<file path="src/rtl/mips_cpu_muldiv_pkg.sv">
// Shared types for the iterative multiply/divide unit: op encoding and FSM states.
package mips_cpu_muldiv_pkg;

    typedef enum logic [2:0] {
        MD_NOP   = 3'd0,
        MD_MULT  = 3'd1,
        MD_MULTU = 3'd2,
        MD_DIV   = 3'd3,
        MD_DIVU  = 3'd4,
        MD_MTHI  = 3'd5,
        MD_MTLO  = 3'd6,
        MD_RSVD  = 3'd7
    } muldiv_op_t;

    typedef enum logic [2:0] {
        ST_IDLE = 3'd0,
        ST_MUL  = 3'd1,
        ST_DIV  = 3'd2,
        ST_FIX  = 3'd3,
        ST_DONE = 3'd4
    } muldiv_state_t;

endpackage

</file>
<file path="src/rtl/mips_cpu_muldiv_datapath.sv">
// One iteration of radix-2 shift-add multiply or restoring divide on unsigned magnitudes.
module mips_cpu_muldiv_datapath #(
    parameter int unsigned WIDTH = 32
) (
    input  logic                 div_mode,
    input  logic [2*WIDTH-1:0]   acc_i,
    input  logic [WIDTH-1:0]     opa_i,
    input  logic [WIDTH-1:0]     opb_i,
    output logic [2*WIDTH-1:0]   acc_o,
    output logic [WIDTH-1:0]     opa_o,
    output logic [WIDTH-1:0]     opb_o
);

    logic [WIDTH:0] sum;
    logic [WIDTH:0] rem_sh;
    logic [WIDTH:0] diff;

    always_comb begin
        sum    = {1'b0, acc_i[2*WIDTH-1:WIDTH]} + (opb_i[0] ? {1'b0, opa_i} : {(WIDTH+1){1'b0}});
        // Remainder stays below the divisor, so the shifted value fits in WIDTH+1 bits.
        rem_sh = {acc_i[2*WIDTH-1:WIDTH], opa_i[WIDTH-1]};
        diff   = rem_sh - {1'b0, opb_i};
        if (div_mode) begin
            acc_o = {(diff[WIDTH] ? rem_sh[WIDTH-1:0] : diff[WIDTH-1:0]),
                     acc_i[WIDTH-2:0], ~diff[WIDTH]};
            opa_o = {opa_i[WIDTH-2:0], 1'b0};
            opb_o = opb_i;
        end else begin
            acc_o = {sum, acc_i[WIDTH-1:1]};
            opa_o = opa_i;
            opb_o = {1'b0, opb_i[WIDTH-1:1]};
        end
    end

endmodule

</file>
<file path="src/rtl/mips_cpu_muldiv.sv">
// Iterative MULT/MULTU/DIV/DIVU unit with architectural HI/LO and MTHI/MTLO writes.
module mips_cpu_muldiv
    import mips_cpu_muldiv_pkg::*;
#(
    parameter int unsigned WIDTH = 32
) (
    input  logic             clk,
    input  logic             reset_n,
    input  logic             start,
    input  logic [2:0]       op,
    input  logic [WIDTH-1:0] a,
    input  logic [WIDTH-1:0] b,
    output logic [WIDTH-1:0] hi,
    output logic [WIDTH-1:0] lo,
    output logic             busy,
    output logic             done
);

    localparam int unsigned CNT_W = $clog2(WIDTH) + 1;

    muldiv_state_t        state_q, state_d;
    logic [CNT_W-1:0]     cnt_q, cnt_d;
    logic [2*WIDTH-1:0]   acc_q, acc_d;
    logic [WIDTH-1:0]     opa_q, opa_d, opb_q, opb_d;
    logic                 sign_a_q, sign_a_d, sign_b_q, sign_b_d;
    logic                 is_div_q, is_div_d, divz_q, divz_d;
    logic [WIDTH-1:0]     hi_q, hi_d, lo_q, lo_d;
    logic                 busy_q, busy_d, done_q, done_d;

    logic [2*WIDTH-1:0]   acc_step;
    logic [WIDTH-1:0]     opa_step, opb_step;
    logic [WIDTH-1:0]     quot_fix, rem_fix;

    mips_cpu_muldiv_datapath #(.WIDTH(WIDTH)) u_datapath (
        .div_mode (is_div_q),
        .acc_i    (acc_q),
        .opa_i    (opa_q),
        .opb_i    (opb_q),
        .acc_o    (acc_step),
        .opa_o    (opa_step),
        .opb_o    (opb_step)
    );

    // Next-state and datapath control
    always_comb begin
        state_d  = state_q;
        cnt_d    = cnt_q;
        acc_d    = acc_q;
        opa_d    = opa_q;
        opb_d    = opb_q;
        sign_a_d = sign_a_q;
        sign_b_d = sign_b_q;
        is_div_d = is_div_q;
        divz_d   = divz_q;
        hi_d     = hi_q;
        lo_d     = lo_q;
        done_d   = 1'b0;
        quot_fix = acc_q[WIDTH-1:0];
        rem_fix  = acc_q[2*WIDTH-1:WIDTH];

        case (state_q)
            ST_IDLE: begin
                if (start) begin
                    acc_d    = '0;
                    cnt_d    = '0;
                    divz_d   = (b == '0);
                    sign_a_d = 1'b0;
                    sign_b_d = 1'b0;
                    opa_d    = a;
                    opb_d    = b;
                    case (muldiv_op_t'(op))
                        MD_MTHI: hi_d = a;
                        MD_MTLO: lo_d = a;
                        MD_MULT, MD_DIV: begin
                            sign_a_d = a[WIDTH-1];
                            sign_b_d = b[WIDTH-1];
                            opa_d    = a[WIDTH-1] ? -a : a;
                            opb_d    = b[WIDTH-1] ? -b : b;
                        end
                        default: ;
                    endcase
                    case (muldiv_op_t'(op))
                        MD_MULT, MD_MULTU: begin
                            is_div_d = 1'b0;
                            state_d  = ST_MUL;
                        end
                        MD_DIV, MD_DIVU: begin
                            is_div_d = 1'b1;
                            state_d  = ST_DIV;
                        end
                        default: ;
                    endcase
                end
            end
            ST_MUL, ST_DIV: begin
                acc_d = acc_step;
                opa_d = opa_step;
                opb_d = opb_step;
                cnt_d = cnt_q + 1'b1;
                if (cnt_q == CNT_W'(WIDTH - 1)) begin
                    state_d = ST_FIX;
                end
            end
            ST_FIX: begin
                // Truncating division: remainder follows the dividend's sign.
                if (is_div_q) begin
                    rem_fix  = sign_a_q ? -acc_q[2*WIDTH-1:WIDTH] : acc_q[2*WIDTH-1:WIDTH];
                    quot_fix = divz_q ? '1
                             : ((sign_a_q ^ sign_b_q) ? -acc_q[WIDTH-1:0] : acc_q[WIDTH-1:0]);
                    acc_d    = {rem_fix, quot_fix};
                end else begin
                    acc_d = (sign_a_q ^ sign_b_q) ? -acc_q : acc_q;
                end
                state_d = ST_DONE;
            end
            ST_DONE: begin
                hi_d    = acc_q[2*WIDTH-1:WIDTH];
                lo_d    = acc_q[WIDTH-1:0];
                done_d  = 1'b1;
                state_d = ST_IDLE;
            end
            default: state_d = ST_IDLE;
        endcase

        busy_d = (state_d != ST_IDLE);
    end

    always_ff @(posedge clk or negedge reset_n) begin
        if (!reset_n) begin
            state_q  <= ST_IDLE;
            cnt_q    <= '0;
            acc_q    <= '0;
            opa_q    <= '0;
            opb_q    <= '0;
            sign_a_q <= 1'b0;
            sign_b_q <= 1'b0;
            is_div_q <= 1'b0;
            divz_q   <= 1'b0;
            hi_q     <= '0;
            lo_q     <= '0;
            busy_q   <= 1'b0;
            done_q   <= 1'b0;
        end else begin
            state_q  <= state_d;
            cnt_q    <= cnt_d;
            acc_q    <= acc_d;
            opa_q    <= opa_d;
            opb_q    <= opb_d;
            sign_a_q <= sign_a_d;
            sign_b_q <= sign_b_d;
            is_div_q <= is_div_d;
            divz_q   <= divz_d;
            hi_q     <= hi_d;
            lo_q     <= lo_d;
            busy_q   <= busy_d;
            done_q   <= done_d;
        end
    end

    assign hi   = hi_q;
    assign lo   = lo_q;
    assign busy = busy_q;
    assign done = done_q;

endmodule

</file>
<file path="config.mk">
export PLATFORM = sky130hd
export DESIGN_NAME = mips_cpu_muldiv
export DESIGN_NICKNAME = d
export VERILOG_FILES = /design/src/rtl/mips_cpu_muldiv_pkg.sv /design/src/rtl/mips_cpu_muldiv_datapath.sv /design/src/rtl/mips_cpu_muldiv.sv
export SDC_FILE = /design/constraint.sdc
export NUM_CORES = 1
export LEC_CHECK = 0
export CELL_PAD_IN_SITES_DETAIL_PLACEMENT = 2
export CELL_PAD_IN_SITES_GLOBAL_PLACEMENT = 2
export CORE_MARGIN = 1.5
export CORE_UTILIZATION = 39
export CTS_CLUSTER_DIAMETER = 40
export DETAILED_ROUTE_END_ITERATION = 8
export PLACE_DENSITY = 0.95
export SKIP_CTS_REPAIR_TIMING = 1
export SYNTH_ARGS = -nofsm -noshare
export SYNTH_HDL_FRONTEND = slang
export SYNTH_SLANG_ARGS = --single-unit
</file>
<file path="constraint.sdc">
create_clock -name clk -period 6.5 [get_ports clk]
set_input_delay 0.65 -clock clk [delete_from_list [all_inputs] [get_ports clk]]
set_output_delay 0.65 -clock clk [all_outputs]
set_load 0.02 [all_outputs]
</file>
# Word level (Yosys, flattened, before mapping)
# Index checks and enable logic that the tools add are counted.
dict set report totals {
  mem_bits_rw 0
  rom_bits 0
  n_memories 0
  reg_bits 207
  wordCells 99
  latch_bits 0
  out_inout_bits 66
  inputBits 70
}
dict set report classes {
  multipliers 0
  shifts 0
  n_div 0
  muxes 36
  magnitude_cmp 0
  bitwise_logic 2
  n_eq_ne 19
  add_sub_neg 8
  reduce_logical 20
}
# cell count
set op_table {}
lappend op_table {{$mux 32} 17}
lappend op_table {{$mux 64} 4}
lappend op_table {{$pmux 32 s2} 4}
lappend op_table {{$pmux 64 s3} 1}
lappend op_table {{$neg 32->32} 4}
lappend op_table {{$neg 64->64} 1}
lappend op_table {{$add 32x33->33} 1}
lappend op_table {{$sub 33x32->33} 1}
lappend op_table {{$logic_not 32->1} 1}
lappend op_table {{$reduce_and 3->1} 5}
lappend op_table {{$eq 3x2->1 const B} 4}
lappend op_table {{$eq 3x3->1 const B} 4}
lappend op_table {{$pmux 6 s2} 1}
lappend op_table {{$ne 3x3->1 const B} 3}
lappend op_table {{$pmux 3 s3} 1}
lappend op_table {{$reduce_and 4->1} 2}
lappend op_table {{$reduce_or 2->1} 4}
lappend op_table {{$add 6x1->6 const B} 1}
lappend op_table {{$eq 3x1->1 const B} 2}
lappend op_table {{$eq 6x5->1 const B} 1}
lappend op_table {{$mux 3} 2}
lappend op_table {{$mux 6} 1}
lappend op_table {{$ne 2x2->1 const B} 3}
lappend op_table {{$pmux 3 s2} 1}
lappend op_table {{9 further kinds} 16}

# Logic depth before layout (Yosys ltp)
dict set report depth {
  depth_word 6
  mapped_depth 15
  depth_no_buf 14
}

# By module
# Synthesis repeated with hierarchy kept, for this count alone.
dict set report unflattened {
  hier_cells 2147
  area_unflattened_um2 17520.6
}
# mod area_per_inst_um2 n_inst seq_area_each_um2 cells_per_inst
set modules_own_cells {}
lappend modules_own_cells {mips_cpu_muldiv 12064.1 1 5180.0 1374}
lappend modules_own_cells {mips_cpu_muldiv_datapath 5456.5 1 0.0 773}

# Worst setup path after synthesis
# Ideal clock, no wire load.
dict set report synth_path {
  path_type {reg-to-reg}
  startpoint {register opb_q[0]}
  endpoint {register acc_q[60]}
  synth_period_minus_slack_ps 3502
  setup_ps 136
  stages_incl_launch_ff 14
  required_ps 6364
  arrival_time_ps 3366
  path_buffers 1
  slack_ps 2998
  cell_sequence {dfrtp_1 > clkbuf_1 > and2_1 > ha_1 > and3_1 > a221o_1 > a2111oi_0 > nor3b_1 > a221o_1 > nand4_1 > a21oi_1 > a2111o_1 > mux2i_1 > o21ai_0}
}
dict set report synth_between {
  elab_chain_cells 4
  elab_cells_between_ends 6
  classes_between {2 x add/sub; 4 x mux}
}
# element line_no
set synth_rtl {}
lappend synth_rtl {{start: declaration} mips_cpu_muldiv.sv:24} ;# logic [WIDTH-1:0] opa_q, opa_d, opb_q, opb_d;
lappend synth_rtl {{start signal: assignment} mips_cpu_muldiv.sv:148} ;# opb_q <= opb_d;
lappend synth_rtl {{$mux 32 or $sub 33x32->33 (tied branches)} {mips_cpu_muldiv_datapath.sv:19, mips_cpu_muldiv_datapath.sv:22}}
lappend synth_rtl {{$add 32x33->33 or $mux 32 (tied branches)} {mips_cpu_muldiv_datapath.sv:19, mips_cpu_muldiv_datapath.sv:24}}
lappend synth_rtl {{$mux 64 *} mips_cpu_muldiv_datapath.sv:23} ;# if (div_mode) begin
lappend synth_rtl {{$pmux 64 s3 *} mips_cpu_muldiv.sv:61} ;# case (state_q)
lappend synth_rtl {{end signal: assignment} mips_cpu_muldiv.sv:132} ;# acc_q <= '0;
lappend synth_rtl {{end signal: assignment} mips_cpu_muldiv.sv:146} ;# acc_q <= acc_d;
lappend synth_rtl {{end: declaration} mips_cpu_muldiv.sv:23} ;# logic [2*WIDTH-1:0] acc_q, acc_d;
# Every way passes the cells marked *; elsewhere a longest branch is shown, timed or not.
# A chain may end at the register's enable or synchronous reset.

# Final worst setup path
dict set report layout_path {
  startpoint {input a[0]}
  endpoint {register opa_q[16]}
}
dict set report layout_between {
  elab_chain_cells 5
}
# element line_no
set layout_rtl {}
lappend layout_rtl {{start: declaration} mips_cpu_muldiv.sv:11} ;# input logic [WIDTH-1:0] a,
lappend layout_rtl {{$neg 32->32} mips_cpu_muldiv.sv:77} ;# opa_d = a[WIDTH-1] ? -a : a;
lappend layout_rtl {{$mux 32} mips_cpu_muldiv.sv:77}
lappend layout_rtl {{$mux 32} mips_cpu_muldiv.sv:71} ;# case (muldiv_op_t'(op))
lappend layout_rtl {{$mux 32} mips_cpu_muldiv.sv:63} ;# if (start) begin
lappend layout_rtl {{$pmux 32 s2} mips_cpu_muldiv.sv:61}
lappend layout_rtl {{end signal: assignment} mips_cpu_muldiv.sv:147} ;# opa_q <= opa_d;
lappend layout_rtl {{end: declaration} mips_cpu_muldiv.sv:24}
# No other way between the ends. The select of a mux whose other input is x is not followed.

==> summary.md <==
| Metric | Value |
|---|---|
| RR Startpoint | acc_q[13] |
| WL met2 | 41,200 microns |
| RSZ-0062 raised after global routing | no |
| Max Fclk | 0.178 GHz |
| R2r worst-path depth | 9 |
| Crit path DAT | 6.04 ns |
| Total track usage | 43.2% |
| I/O pin count | 136 |
| Setup crit start kind | input port |
| CP bufs+invs | 2 |
| Number of synthesized flops with an enable pin | 0 |
| Failing checks | max-capacitance violations, max-slew violations |
| Top FF cell, synth | dfrtp_1 |
| CTS H-Tree Depth | 2 |
| Netlist cell types | 68 |
| Reg2Reg Setup Slack | 0.93 ns |
| TritonCTS Buffers | 40 |
| Post-synthesis cell count | 2,025 |
| CTS sink cnt | ~210 |
| Sequential cell area | ~5200 sq um |
| CP Class | in2reg |
| Row cnt | 74 |
| FILL cells | 4,384 |
| Switching share of power | between 40 and 50% |
| Clk root buf | clkbuf_16 |
| Fin cells | between 2,000 and 3,000 |
| Clk Latency, worst-skew pair | between 0.5 and 0.6 ns |
| Seq cells post-synth | 207 |
| Count of buffers from port buffering | 135 |
| Routability cong. | between 0.8 and 0.9 |
| Gr ovfl total | 0 |
| Final setup violation count | 0 |
| Seq/Total Area, Yosys | a little under a third |
| Multi-input combinational cell area | between 10,000 and 15,000 sq um |
| Hold crit path type | in2async |
| Clk slew on worst S/H paths | 0.06 ns |
| Die ar. | 42,900 sq um |
| Die X | 207 microns |
| 1st-pass router iterations | 8 |
| Syn Area/Cell | 8.02 sq um |
| Psw | 5130 uW |
| DP Cell Count | 2,584 |
| Number of max-cap violations | 3 |
| WP depth | 11 |
| Net count, final | 2,237 |
| Syn-to-layout area delta | 20.1% |
| Initial antenna violation count | 12 |
| Max Clock Skew | around 0.032 ns |
| Syn Nets | between 2,000 and 2,500 |
| Vias per cell | 7.06 |
| Final Cycle Share | 86.5% |
| CP endpoint | opa_q[16] |
| Sequential share of power | between 20 and 25% |
| Tot Pwr | 10,300 uW |
| Core region area | roughly 41,000 sq um |
| Met1 WL | 35,600 microns |
| CP max FO | 5 |
| Outcome | finished with violations |
| CP top delay family | simple AND/OR/NAND/NOR gates |
| Metal3 WL | 11,900 microns |
| Synth async-reset ratio | 100% |
| Pin count of the biggest net entering global routing | 107 |
| Ys Warns | 0 |
| Hpwl dp | 51,200 microns |
| Vias | 18,800 |
| Routed Antenna Nets | 0 |
| Global-route wire length before repair | 140,000 microns |
| Pwr per Cell Area | approximately 530 nW/um^2 |
| Cell area after synthesis | 16,200 sq um |
| Share of post-route cells with drive strength above 1 | 6.02% |
| Slew @ Worst Pin | ~1.7 ns |
| Setup total negative slack | 0 ns |
| WL/cell | roughly 35 microns |
| Slew Viols, Final | 12 |
| Critical-path top delay cell | nor3b_1 |
| Initial Utilization | 39.7% |
| Worst setup path startpoint | a[0] |
| Initial DRC count | 1,972 |
| Int Power | 5150 uW |
| Maximum clock path buffer count | 3 |
| Crit-path max cell delay | 1.25 ns |
| CP required | approximately 6.9 ns |
| Fin. Hold Viols | 0 |
| Die Y | between 200 and 250 microns |
| VDD IR-drop max | 277 uV |
| Worst-path cell chain | clkdlybuf4s50_1 > inv_1 > ha_1 > nor3b_1 > and2_1 > nand2_1 > o31ai_1 > xor2_1 > nor2_1 > a21oi_1 > o21ai_0 |
| Period minus WS final | 5.62 ns |
| Routed WL | ~94,000 microns |
| CP Capture Type | flop |
| Leakage | between 0.009 and 0.01 uW |
| Vias in the first global route | 20,400 |
| Clock power frac | 23.3% |
| Slew margin rel. | -12.0% |
| R2R Path End | acc_q[50] |
| DRC viols | 0 |
| CTS tree | done |
| Comb power frac | 52.4% |
| Top Metal Used | met5 |
-- cells in the mapped netlist, types with 10 or more instances --
cell,number,area share [%]
mux2i_1,98,6.0
o21a_1,10,0.46
a21o_1,36,1.7
or2_2,11,0.42
ha_1,70,5.4
nor4_1,25,0.96
dfrtp_1,207,32
a22oi_1,14,0.65
and2_1,36,1.4
clkbuf_1,115,2.7
nor2_1,216,5.0
nand2_1,164,3.8
a21oi_1,192,5.9
a22o_1,34,1.8
o21ai_0,227,7.0
inv_1,54,1.2
nor2b_1,18,0.69
xnor2_1,70,3.8
nor3_1,53,1.6
nor3b_1,11,0.51
o211ai_1,40,1.8
o31ai_1,24,1.1
or3_1,23,0.89
or4_1,17,0.79
buf_1,10,0.23
a211oi_1,12,0.55
nand3_1,27,0.83
xor2_1,59,3.2
nand2b_1,14,0.54
-- state kept, by name, indices dropped and copies added (netlist names) --
name / cells
acc_q: 64
sign_b_q: 1
cnt_q: 6
done: 1
opb_q: 32
state_q: 3
hi: 32
sign_a_q: 1
opa_q: 32
divz_q: 1
lo: 32
busy: 1
is_div_q: 1
-- worst min-delay path by stage --
| stage | start | endpoint |
|---|---|---|
| after floorplan | reset_n | acc_q[0] |
| after global placement | cnt_q[5] | cnt_q[5] |
| after detailed placement | cnt_q[5] | cnt_q[5] |
| after CTS | reset_n | lo[26] |
| after global routing | reset_n | acc_q[26] |
| final | reset_n | acc_q[26] |
-- routing by layer --
metal	vias to the layer above	global-route usage [%]
met5	-	0
met2	1401	65.6
met4	10	22.3
li1	7490	-
met3	447	16.4
met1	9468	53.1
-- stage by stage --
step                      instance area (sq um)  hold slack, ns  util (%)  worst slack (ns)
after floorplan                           16200           0.354         -              3.00
after global placement                    18000           0.475      44.0              2.15
after detailed placement                  18000           0.487      44.0              1.95
after CTS                                 19500           0.258      47.6             0.703
after global routing                      19500           0.258      47.6             0.701
final                                     19500           0.178      47.7             0.879
-- cell type report --
type	count	share of cell area, %
diodes	7	0.0898
clock buffers	48	5.64
clock inverters	24	1.90
inverters	55	1.06
multi-input cells	1633	53.4
flip-flops and latches	207	26.6
well taps	532	3.41
repair buffers	158	7.95
-- logic make-up (layout without fill, tap and decap cells) --
group,Yosys count,in the layout,share of synthesized area (%)
buf+inv,185,285,4.31
flops,207,207,31.9
compound gates,679,679,25.7
other cells,0,7,0
xor+xnor,129,129,6.95
fa+ha+maj,72,72,5.64
mux,101,101,6.25
simple gates,652,652,19.3
-- cells in the final DEF, fill, tap and decap left out, types with 10 or more instances in the layout --
| cell type | Yosys | routed |
|---|---|---|
| buf_4 | 0 | 20 |
| nand3_1 | 27 | 27 |
| nor2_1 | 216 | 214 |
| o21a_1 | 10 | 10 |
| a21oi_1 | 192 | 192 |
| a22o_1 | 34 | 34 |
| or3_1 | 23 | 23 |
| clkbuf_16 | 0 | 40 |
| or2_2 | 11 | 11 |
| a21o_1 | 36 | 36 |
| nor4_1 | 25 | 24 |
| or4_1 | 17 | 17 |
| o21ai_0 | 227 | 227 |
| ha_1 | 70 | 70 |
| a211oi_1 | 12 | 12 |
| clkdlybuf4s50_1 | 0 | 134 |
| dfrtp_1 | 207 | 206 |
| inv_1 | 54 | 54 |
| nor3_1 | 53 | 52 |
| nand2_1 | 164 | 163 |
| nor2b_1 | 18 | 18 |
| xnor2_1 | 70 | 70 |
| and2_1 | 36 | 36 |
| a22oi_1 | 14 | 14 |
| mux2i_1 | 98 | 98 |
| o31ai_1 | 24 | 24 |
| xor2_1 | 59 | 59 |
| nand2b_1 | 14 | 14 |
| nor3b_1 | 11 | 11 |
| o211ai_1 | 40 | 40 |
-- power groups by stage --
stage	Clock, uW	Sequential, uW	Combinational [uW]
after global routing	2430	2490	5600
after floorplan	0	2280	2910
final	2400	2500	5390
after detailed placement	0	2340	4710
after CTS	2380	2430	5180
after global placement	0	2280	4360
No activity file was read; power rests on OpenSTA's default activity.
